## src/rtl/bp_lite_to_stream_if.sv

```systemverilog
// Handshake bundle between a Lite master, the bp_lite_to_stream converter and its stream consumer.
// Signal suffixes are written from the converter's point of view.
interface bp_lite_to_stream_if #(
  parameter int HDR_W = 47,
  parameter int IN_W  = 512,
  parameter int OUT_W = 64
);
  logic [HDR_W+IN_W-1:0] mem_i;
  logic                  mem_v_i;
  logic                  mem_ready_o;
  logic [HDR_W-1:0]      mem_header_o;
  logic [OUT_W-1:0]      mem_data_o;
  logic                  mem_v_o;
  logic                  mem_ready_i;
  logic                  mem_last_o;

  modport slave (
    input  mem_i, mem_v_i, mem_ready_i,
    output mem_ready_o, mem_header_o, mem_data_o, mem_v_o, mem_last_o
  );

  modport master (
    output mem_i, mem_v_i, mem_ready_i,
    input  mem_ready_o, mem_header_o, mem_data_o, mem_v_o, mem_last_o
  );
endinterface

```

## src/rtl/bp_lite_to_stream.sv

```systemverilog
// BedRock Lite -> Stream converter: buffers one {header, wide data} message and replays it as
// narrow beats, low-order first, accepting the next message in the cycle the last beat leaves.
module bp_lite_to_stream #(
  parameter int          paddr_width_p    = 40,
  parameter int          in_data_width_p  = 512,
  parameter int          out_data_width_p = 64,
  parameter logic [15:0] payload_mask_p   = 16'h0000
) (
  input  logic                  clk_i,
  input  logic                  reset_n_i,
  bp_lite_to_stream_if.slave    bus
);
  // Header layout: {addr, size, msg_type}; size encodes 2**size bytes.
  localparam int          HDR_W      = paddr_width_p + 7;
  localparam int unsigned R          = in_data_width_p / out_data_width_p;
  localparam int          CNT_W      = (R > 1) ? $clog2(R) : 1;
  localparam int unsigned BEAT_BYTES = out_data_width_p / 8;

  if (in_data_width_p <= out_data_width_p) begin : g_bad_ratio
    $error("in_data_width_p must exceed out_data_width_p");
  end
  if (in_data_width_p % out_data_width_p != 0) begin : g_bad_mult
    $error("in_data_width_p must be a multiple of out_data_width_p");
  end

  // Beats-minus-one for a message, saturated to [0, R-1]; non-payload types always send one beat.
  function automatic logic [CNT_W-1:0] f_sat_beats_m1(input logic [3:0] t, input logic [2:0] s);
    logic [31:0] q;
    q = (32'd1 << s) / BEAT_BYTES;
    if (!payload_mask_p[t] || q == 32'd0) return '0;
    if (q >= R) return CNT_W'(R - 1);
    return CNT_W'(q - 32'd1);
  endfunction

  logic                       r_vld_p0;
  logic [CNT_W-1:0]           r_cnt_p0;
  logic [CNT_W-1:0]           r_nm1_p0;
  logic [HDR_W-1:0]           r_hdr_p0;
  logic [in_data_width_p-1:0] r_data_p0;

  logic [R-1:0][out_data_width_p-1:0] w_beats;
  logic [3:0] w_type;
  logic [2:0] w_size;
  logic       w_vld;
  logic       w_last;
  logic       w_ready;
  logic       w_in_fire;
  logic       w_out_fire;

  assign w_type     = bus.mem_i[in_data_width_p +: 4];
  assign w_size     = bus.mem_i[in_data_width_p + 4 +: 3];
  assign w_beats    = r_data_p0;
  assign w_vld      = r_vld_p0 & reset_n_i;
  assign w_last     = (r_cnt_p0 == r_nm1_p0);
  assign w_out_fire = w_vld & bus.mem_ready_i;
  assign w_ready    = reset_n_i & (~r_vld_p0 | (w_out_fire & w_last));
  assign w_in_fire  = bus.mem_v_i & w_ready;

  assign bus.mem_ready_o  = w_ready;
  assign bus.mem_v_o      = w_vld;
  assign bus.mem_last_o   = w_vld & w_last;
  assign bus.mem_header_o = r_hdr_p0;
  assign bus.mem_data_o   = w_beats[r_cnt_p0];

  // p0: message buffer control (full flag and beat counter)
  always_ff @(posedge clk_i) begin
    if (!reset_n_i) begin
      r_vld_p0 <= 1'b0;
      r_cnt_p0 <= '0;
    end else if (w_out_fire) begin
      if (w_last) begin
        r_cnt_p0 <= '0;
        r_vld_p0 <= w_in_fire;
      end else begin
        r_cnt_p0 <= r_cnt_p0 + 1'b1;
      end
    end else if (w_in_fire) begin
      r_vld_p0 <= 1'b1;
      r_cnt_p0 <= '0;
    end
  end

  // p0: message payload, loaded on accept only
  always_ff @(posedge clk_i) begin
    if (w_in_fire) begin
      r_hdr_p0  <= bus.mem_i[in_data_width_p +: HDR_W];
      r_data_p0 <= bus.mem_i[in_data_width_p-1:0];
      r_nm1_p0  <= f_sat_beats_m1(w_type, w_size);
    end
  end
endmodule

```

## src/flat_wrapper.sv

```systemverilog
// flat-port wrapper written by rule: the top's interface ports become plain ports
module bp_lite_to_stream_flat 
#(
  parameter int          paddr_width_p    = 40,
  parameter int          in_data_width_p  = 512,
  parameter int          out_data_width_p = 64,
  parameter logic [15:0] payload_mask_p   = 16'h0000
)
  (clk_i, reset_n_i, bus_mem_i, bus_mem_v_i, bus_mem_ready_i, bus_mem_ready_o, bus_mem_header_o, bus_mem_data_o, bus_mem_v_o, bus_mem_last_o);
  bp_lite_to_stream_if #(.HDR_W((47)), .IN_W(512), .OUT_W(64)) bus_i ();
  input  logic clk_i;
  input  logic reset_n_i;
  input wire logic [$bits(bus_i.mem_i)-1:0] bus_mem_i;
  input wire logic [$bits(bus_i.mem_v_i)-1:0] bus_mem_v_i;
  input wire logic [$bits(bus_i.mem_ready_i)-1:0] bus_mem_ready_i;
  output wire logic [$bits(bus_i.mem_ready_o)-1:0] bus_mem_ready_o;
  output wire logic [$bits(bus_i.mem_header_o)-1:0] bus_mem_header_o;
  output wire logic [$bits(bus_i.mem_data_o)-1:0] bus_mem_data_o;
  output wire logic [$bits(bus_i.mem_v_o)-1:0] bus_mem_v_o;
  output wire logic [$bits(bus_i.mem_last_o)-1:0] bus_mem_last_o;
  assign bus_i.mem_i = bus_mem_i;
  assign bus_i.mem_v_i = bus_mem_v_i;
  assign bus_i.mem_ready_i = bus_mem_ready_i;
  assign bus_mem_ready_o = bus_i.mem_ready_o;
  assign bus_mem_header_o = bus_i.mem_header_o;
  assign bus_mem_data_o = bus_i.mem_data_o;
  assign bus_mem_v_o = bus_i.mem_v_o;
  assign bus_mem_last_o = bus_i.mem_last_o;
  bp_lite_to_stream #(.paddr_width_p(paddr_width_p), .in_data_width_p(in_data_width_p), .out_data_width_p(out_data_width_p), .payload_mask_p(payload_mask_p)) u_core (.clk_i(clk_i), .reset_n_i(reset_n_i), .bus(bus_i));
endmodule
```

## config.mk

```make
export PLATFORM = sky130hd
export DESIGN_NAME = bp_lite_to_stream_flat
export DESIGN_NICKNAME = d
export VERILOG_FILES = /design/src/rtl/bp_lite_to_stream_if.sv /design/src/rtl/bp_lite_to_stream.sv /design/src/flat_wrapper.sv
export SDC_FILE = /design/constraint.sdc
export NUM_CORES = 1
export LEC_CHECK = 0
export ABC_CLOCK_PERIOD_IN_PS = 23000
export CORE_AREA = 8 8 259 261
export CTS_BUF_LIST = sky130_fd_sc_hd__clkbuf_8
export CTS_CLUSTER_SIZE = 20
export DETAILED_ROUTE_END_ITERATION = 10
export DIE_AREA = 0 0 267 269
export HOLD_SLACK_MARGIN = 0.15
export PLACE_DENSITY = 0.71
export REMOVE_ABC_BUFFERS = 1
export SLEW_MARGIN = 20
export SYNTH_ARGS = -nofsm -noshare
export SYNTH_HDL_FRONTEND = slang
export SYNTH_SLANG_ARGS = --single-unit
```

## constraint.sdc

```tcl
create_clock -name clk_i -period 23 [get_ports clk_i]
set_clock_uncertainty 0.1 [all_clocks]
set_input_delay 2.3 -clock clk_i [delete_from_list [all_inputs] [get_ports clk_i]]
set_output_delay 2.3 -clock clk_i [all_outputs]
set_load 0.005 [all_outputs]
```

==> metrics.txt, run 1 <==
Seq pwr share 0.558; pin count of the biggest net entering global routing 180; Simple-Gate Fraction of Synth Area 0.00438; Die Wd 267 um; startpoint types flip-flop; Pre-antenna DRT Iters 5; worst r2r dst u_core.r_data_p0[259]; initial antenna violation count 19; hold-fix buffers at CTS 0; Most common cell on crit path buf_4; Starting Density 0.332; Hold Violations, Final 0; Setup TNS 0 ns; FF-to-FF Start u_core.r_cnt_p0[0]; PD cells 70.7 nW/um^2; Die Ht between 200 and 300 um; clock power share 0.369; Yosys Warn Count 0; Synth Flop Type edfxtp_1; mux contribution to synthesized area 0.173; die area 71800 sq um; XOR/XNOR Fraction of Synth Area 0; Clock Path Buffers 3; Worst-Skew Late Latency ~0.64 ns; Hold Crit Depth 2; routed wire length 58.0 mm; post-synth top area share 0.805; crit path capture type output pin; CP Class reg2out; internal power 1.69 mW; adder-cell area share of the yosys netlist 0.00120; number of nets in the layout approximately 2100; first-pass GRT wire length about 80 mm; FF+latch count, synth roughly 560; CTS Buf Count 93; combinational fraction of design power 0.073; Netlist cell types 21; minimum clock period after layout roughly 6.4 ns; Syn Std Cell Area 20900 sq um; clock sinks 563; Max-Slew Margin vs Limit 0.267; gpl congestion 0.847; Post-Synthesis Cells 818; area grow syn2layout 45.1%; Critical Path Max Stage Delay 0.73 ns; vias in the first global route 13100; Max Slew Vio Count 0; DRC Markers 0; postcts setup bufs 0; Yosys top cell by area edfxtp_1; GRT overflow 0; # rows 92; CTS tree built; sw frac 0.208; post-route ant nets 0; R2R cell count 8; core area 62700 sq um; HPWL after detailed placement 42.6 mm; share of cells above drive strength 1 0.192; WL/cell 23.3 um; slowest cell on the critical path buf_4; largest family of logic cells by synthesized area multiplexers; min-delay src u_core.r_cnt_p0[1]; I/O pin count between 600 and 700; most frequent cell after synthesis edfxtp_1; Cell Chain, Critical Path buf_4 -> buf_4 -> mux4_2 -> mux2_2 -> clkdlybuf4s50_1; Vias about 11000; port buffer count about 680; Post-synth top cells 559 x edfxtp_1, 128 x mux4_2, 64 x mux2_2; via/cell ratio 4.56; Worst-path clk slew 0.06 ns; CP Data Arrival Time 4.05 ns; iteration-0 DRC count of the detailed router 843; Max Cap Violations 0; H-tree depth 3; GR Util All Layers 0.155; fin crit share 0.280; Req. time, crit path 20.60 ns; Synth Area in Compound Gates 0.000600; largest cells by area after synthesis edfxtp_1 81%, mux4_2 14%, mux2_2 3.5%; Seq/Total Area, Yosys 0.809; Hold WS 0.412 ns; Clock Tree Root clkbuf_8; Peak VDD IR 0.0463 mV; synthesized area per cell 25.5 sq um; fraction of registers with async set/reset 0; Pleak between 9 and 10 nW; total power 2.14 mW; EDFF count, synth roughly 560; Finish-stage setup viols 0; RSZ-0062 raised after global routing false; outcome completed; critical path peak fanout between 40 and 50; Tightest Hold Check Type reg2reg; Worst Tran Pin Value between 1 and 1.5 ns; Max Freq 155 MHz; sw power 0.445 mW; post-cts sizing count 0; hold endpoint u_core.r_cnt_p0[1]; R2R Setup Slk 18.06 ns
[flip-flops by register name, indices dropped and copies added (netlist names)]
signal	flops
u_core.r_cnt_p0	3
u_core.r_vld_p0	1
u_core.bus.mem_header_o	47
u_core.r_data_p0	512
[critical path, delay by kind of cell, from the launching register on]
kind / cells / cell delay [ns]
buffers and inverters: 3 / 1.74
multiplexers: 2 / 0.87
flip-flops: 1 / 0.66
[per-stage QoR]
step / utilization / setup slack, ns / instance area [sq um] / std cells
after CTS: 0.481 / 16.30 / 30200 / 2473
final: 0.482 / 16.55 / 30200 / 2490
after detailed placement: 0.455 / 16.50 / 28600 / 2314
after global placement: 0.455 / 16.64 / 28600 / 2314
after global routing: 0.482 / 16.15 / 30200 / 2486
after floorplan: - / 5.56 / 20600 / 781
[routing by layer]
layer	global-route usage	part of all wire	up-vias
li1	-	-	5024
met1	0.153	0.33	5689
met2	0.280	0.54	532
met3	0.0683	0.10	107
met4	0.0698	0.030	6
met5	0	0.00048	-
[cell usage in the layout (no fill, tap or decap), drive strengths merged]
cell type / count
a21boi: 1
and2: 2
and3: 2
buf: 11
bufinv: 1
clkbuf: 97
clkdlybuf4s50: 676
clkinv: 30
clkinvlp: 1
dfxtp: 4
diode: 17
edfxtp: 559
ha: 2
inv: 34
mux2: 64
mux2i: 1
mux4: 128
nand2: 2
nand2b: 1
nand3: 7
nand3b: 1
nor2: 1
nor2b: 1
o21ai: 1
[power groups by stage]
stage | logic (mW) | clock network (mW) | registers [mW]
2_1_floorplan | 0.0322 | 0 | 1.24
3_3_place_gp | 0.154 | 0 | 1.21
3_5_place_dp | 0.158 | 0 | 1.21
4_1_cts | 0.159 | 0.820 | 1.19
5_1_grt | 0.166 | 0.860 | 1.20
6_report | 0.156 | 0.789 | 1.19
[layout make-up]
cell class,instances,area (sq um)
flip-flops and latches,563,16900
clock inverters,62,310
multi-input cells,214,3750
repair buffers,687,6860
fillers,5206,32500
clock buffers,97,1340
diodes,17,42.5
inverters,4,15.0
well taps,846,1060
[cell families after synthesis]
kind of cell,after synthesis
buf+inv,41
compound gates,2
fa+ha+maj,2
mux,193
flops,563
simple gates,17
[how the worst max path moves through the flow]
stage | from | to | slack, ns
2_1_floorplan | u_core.r_cnt_p0[0] | u_core.bus.mem_header_o[0] | 5.56
3_3_place_gp | bus_mem_ready_i | u_core.r_data_p0[419] | 16.64
6_report | u_core.r_cnt_p0[0] | bus_mem_data_o[28] | 16.55
5_1_grt | u_core.r_cnt_p0[0] | bus_mem_data_o[28] | 16.15
3_5_place_dp | bus_mem_ready_i | u_core.r_data_p0[72] | 16.50
4_1_cts | u_core.r_cnt_p0[0] | bus_mem_data_o[43] | 16.30
Note: power is estimated with default switching activity, not from simulation.
==> inputs of run 2 (changes only) <==
--- a/config.mk
+++ b/config.mk
@@ -5,14 +5,14 @@
 export SDC_FILE = /design/constraint.sdc
 export NUM_CORES = 1
 export LEC_CHECK = 0
-export ABC_CLOCK_PERIOD_IN_PS = 23000
-export CORE_AREA = 8 8 259 261
+export ABC_CLOCK_PERIOD_IN_PS = 5400
+export CORE_AREA = 8 8 257 259
 export CTS_BUF_LIST = sky130_fd_sc_hd__clkbuf_8
 export CTS_CLUSTER_SIZE = 20
 export DETAILED_ROUTE_END_ITERATION = 10
-export DIE_AREA = 0 0 267 269
+export DIE_AREA = 0 0 265 267
 export HOLD_SLACK_MARGIN = 0.15
-export PLACE_DENSITY = 0.71
+export PLACE_DENSITY = 0.74
 export REMOVE_ABC_BUFFERS = 1
 export SLEW_MARGIN = 20
 export SYNTH_ARGS = -nofsm -noshare
==> constraint.sdc (replaced) <==
create_clock -name clk_i -period 5.4 [get_ports clk_i]
set_clock_uncertainty 0.1 [all_clocks]
set_input_delay 0.54 -clock clk_i [delete_from_list [all_inputs] [get_ports clk_i]]
set_output_delay 0.54 -clock clk_i [all_outputs]
set_load 0.005 [all_outputs]
==> metrics.txt, run 2 (synthesis results as in run 1) <==
outcome completed (unchanged); PD cells 306 nW/um^2 (was 70.7 nW/um^2); CP Class reg2out (unchanged); iteration-0 DRC count of the detailed router 855 (was 843); core area 62200 sq um (was 62700 sq um); share of cells above drive strength 1 0.210 (was 0.192); final setup margin 1.35 ns (was 16.55 ns); # rows 92 (unchanged); Pleak 10.0 nW (was 9.84 nW); first-pass GRT wire length 86.0 mm (was 82.2 mm); routed length on met1 21.2 mm (was 18.9 mm); Finish-stage setup viols 0 (unchanged); CTS Buf Count 91 (was 93); sw frac 0.207 (was 0.208); H-tree depth 3 (unchanged); HPWL after detailed placement 45.5 mm (was 42.6 mm); critical path peak fanout 45 (was 41); clock power share 0.382 (was 0.369); Tightest Hold Check Type in2reg (was reg2reg); pin count of the biggest net entering global routing 83 (was 180); length of routed met2 wiring 31.9 mm (was 31.3 mm); Peak VDD IR 0.238 mV (was 0.0463 mV); CTS tree built (unchanged); Worst-path clk slew 0.07 ns (was 0.06 ns); hold-fix buffers at CTS 0 (unchanged); Seq pwr share 0.543 (was 0.558); Hold Violations, Final 0 (unchanged); total power 9.36 mW (was 2.14 mW); Die Ht 267 um (was 269 um); Hold Crit Depth 1 (was 2); postcts setup bufs 0 (unchanged); commonest cells after routing, fill and taps aside 676 x clkdlybuf4s50_1, 559 x edfxtp_1, 128 x mux4_2, 93 x clkbuf_8, 64 x mux2_2 (was 676 x clkdlybuf4s50_1, 559 x edfxtp_1, 128 x mux4_2, 97 x clkbuf_8, 64 x mux2_2); minimum clock period after layout 4.05 ns; Max-Slew Margin vs Limit 0.289 (was 0.267); vias in the first global route 13000 (was 13100); combinational fraction of design power 0.075 (was 0.073); gpl congestion 0.830 (was 0.847); Worst Tran Pin Value 1.07 ns (was 1.10 ns); R2R cell count 6 (was 8); Worst-Skew Late Latency 0.65 ns (was 0.64 ns); initial antenna violation count 10 (was 19); Setup WS pre-CTS 1.96 ns (was 16.50 ns); DRC Markers 0 (unchanged); crit path capture type output pin (unchanged); Pre-antenna DRT Iters 5 (unchanged); WL/cell 24.6 um (was 23.3 um); sw power 1.94 mW (was 0.445 mW); Vias 11500 (was 11400); placed instance area 28700 sq um (was 28600 sq um); Max Cap Violations 0 (unchanged); die area 70800 sq um (was 71800 sq um); GRT overflow 0 (unchanged); CP Data Arrival Time 3.41 ns (was 4.05 ns); Die Wd 265 um (was 267 um); GR Util All Layers 0.165 (was 0.155); routed wire length 60.3 mm (was 58.0 mm); Clock Tree Root clkbuf_8 (unchanged); fin util 0.491 (was 0.482); port buffer count 676 (unchanged); Clock Path Buffers 3 (unchanged); startpoint types flip-flop (unchanged); commonest non-fill, non-tap cell in the layout clkdlybuf4s50_1 (unchanged); Most flops, register u_core.r_data_p0 (unchanged); fin area 30500 sq um (was 30200 sq um); area grow syn2layout 46.4% (was 45.1%); Starting Density 0.335 (was 0.332); Hold WS 0.341 ns (was 0.412 ns); post-cts sizing count 0 (unchanged); Top Metal Used met5 (unchanged); internal power 7.42 mW (was 1.69 mW); max reg flops 512 (unchanged); post-route ant nets 0 (unchanged); WL met3 5.54 mm (was 6.06 mm); I/O pin count 677 (unchanged); Max Freq 247 MHz; via/cell ratio 4.70 (was 4.56); Max Slew Vio Count 0 (unchanged); Req. time, crit path 4.76 ns (was 20.60 ns); number of nets in the layout 2146 (was 2128); RSZ-0062 raised after global routing false (unchanged); fin crit share 0.750; clock sinks 563 (unchanged)
run 2: cell count changes in the layout (fill, tap and decap cells not counted), moves of 4 or more:
cell	before	now
buf_12	1	8
buf_4	10	23
bufinv_16	1	6
clkbuf_8	97	93
clkinv_1	25	20
clkinv_2	2	12
diode_2	17	5
inv_1	32	28
run 2: layer usage:
layer  up-vias  global-route usage
li1       5052                   -
met1      5778               0.179
met2       589               0.293
met3       106              0.0629
met4        10              0.0589
met5         -                   0
run 2: power by group through the flow:
stage / Combinational (mW) / Sequential (mW) / Clock (mW)
after global placement: 0.690 / 5.17 / 0
after CTS: 0.707 / 5.08 / 3.69
after floorplan: 0.137 / 5.27 / 0
after detailed placement: 0.704 / 5.17 / 0
final: 0.698 / 5.08 / 3.57
after global routing: 0.737 / 5.09 / 3.87
run 2: area by class of cell:
| type | count | area [sq um] |
|---|---|---|
| diodes | 5 | 12.5 |
| well taps | 799 | 1000 |
| inverters | 4 | 15.0 |
| flip-flops and latches | 563 | 16900 |
| fillers | 5036 | 31600 |
| clock buffers | 93 | 1280 |
| multi-input cells | 214 | 3750 |
| repair buffers | 707 | 7100 |
| clock inverters | 70 | 493 |
run 2: path summary, 6_finish.rpt:
path	startpoint	end	slack [ns]
setup reg to reg	u_core.r_cnt_p0[0]	u_core.r_data_p0[96]	2.02
hold / removal	bus_mem_i[21]	u_core.r_data_p0[21]	0.34
hold reg to reg	u_core.r_vld_p0	u_core.r_vld_p0	0.52
setup / recovery	u_core.r_cnt_p0[0]	bus_mem_data_o[55]	1.35
run 2: stage by stage:
step / std cells / setup TNS [ns]
after CTS: 2450 / 0
after floorplan: 781 / -6831.70
after global routing: 2453 / 0
after global placement: 2287 / 0
final: 2455 / 0
after detailed placement: 2287 / 0
run 2: critical path: stages (launching register included):
cell and delay, ns:
dfxtp_4 0.98, buf_12 0.37, mux4_2 0.55, mux2_2 0.31, clkdlybuf4s50_1 0.47
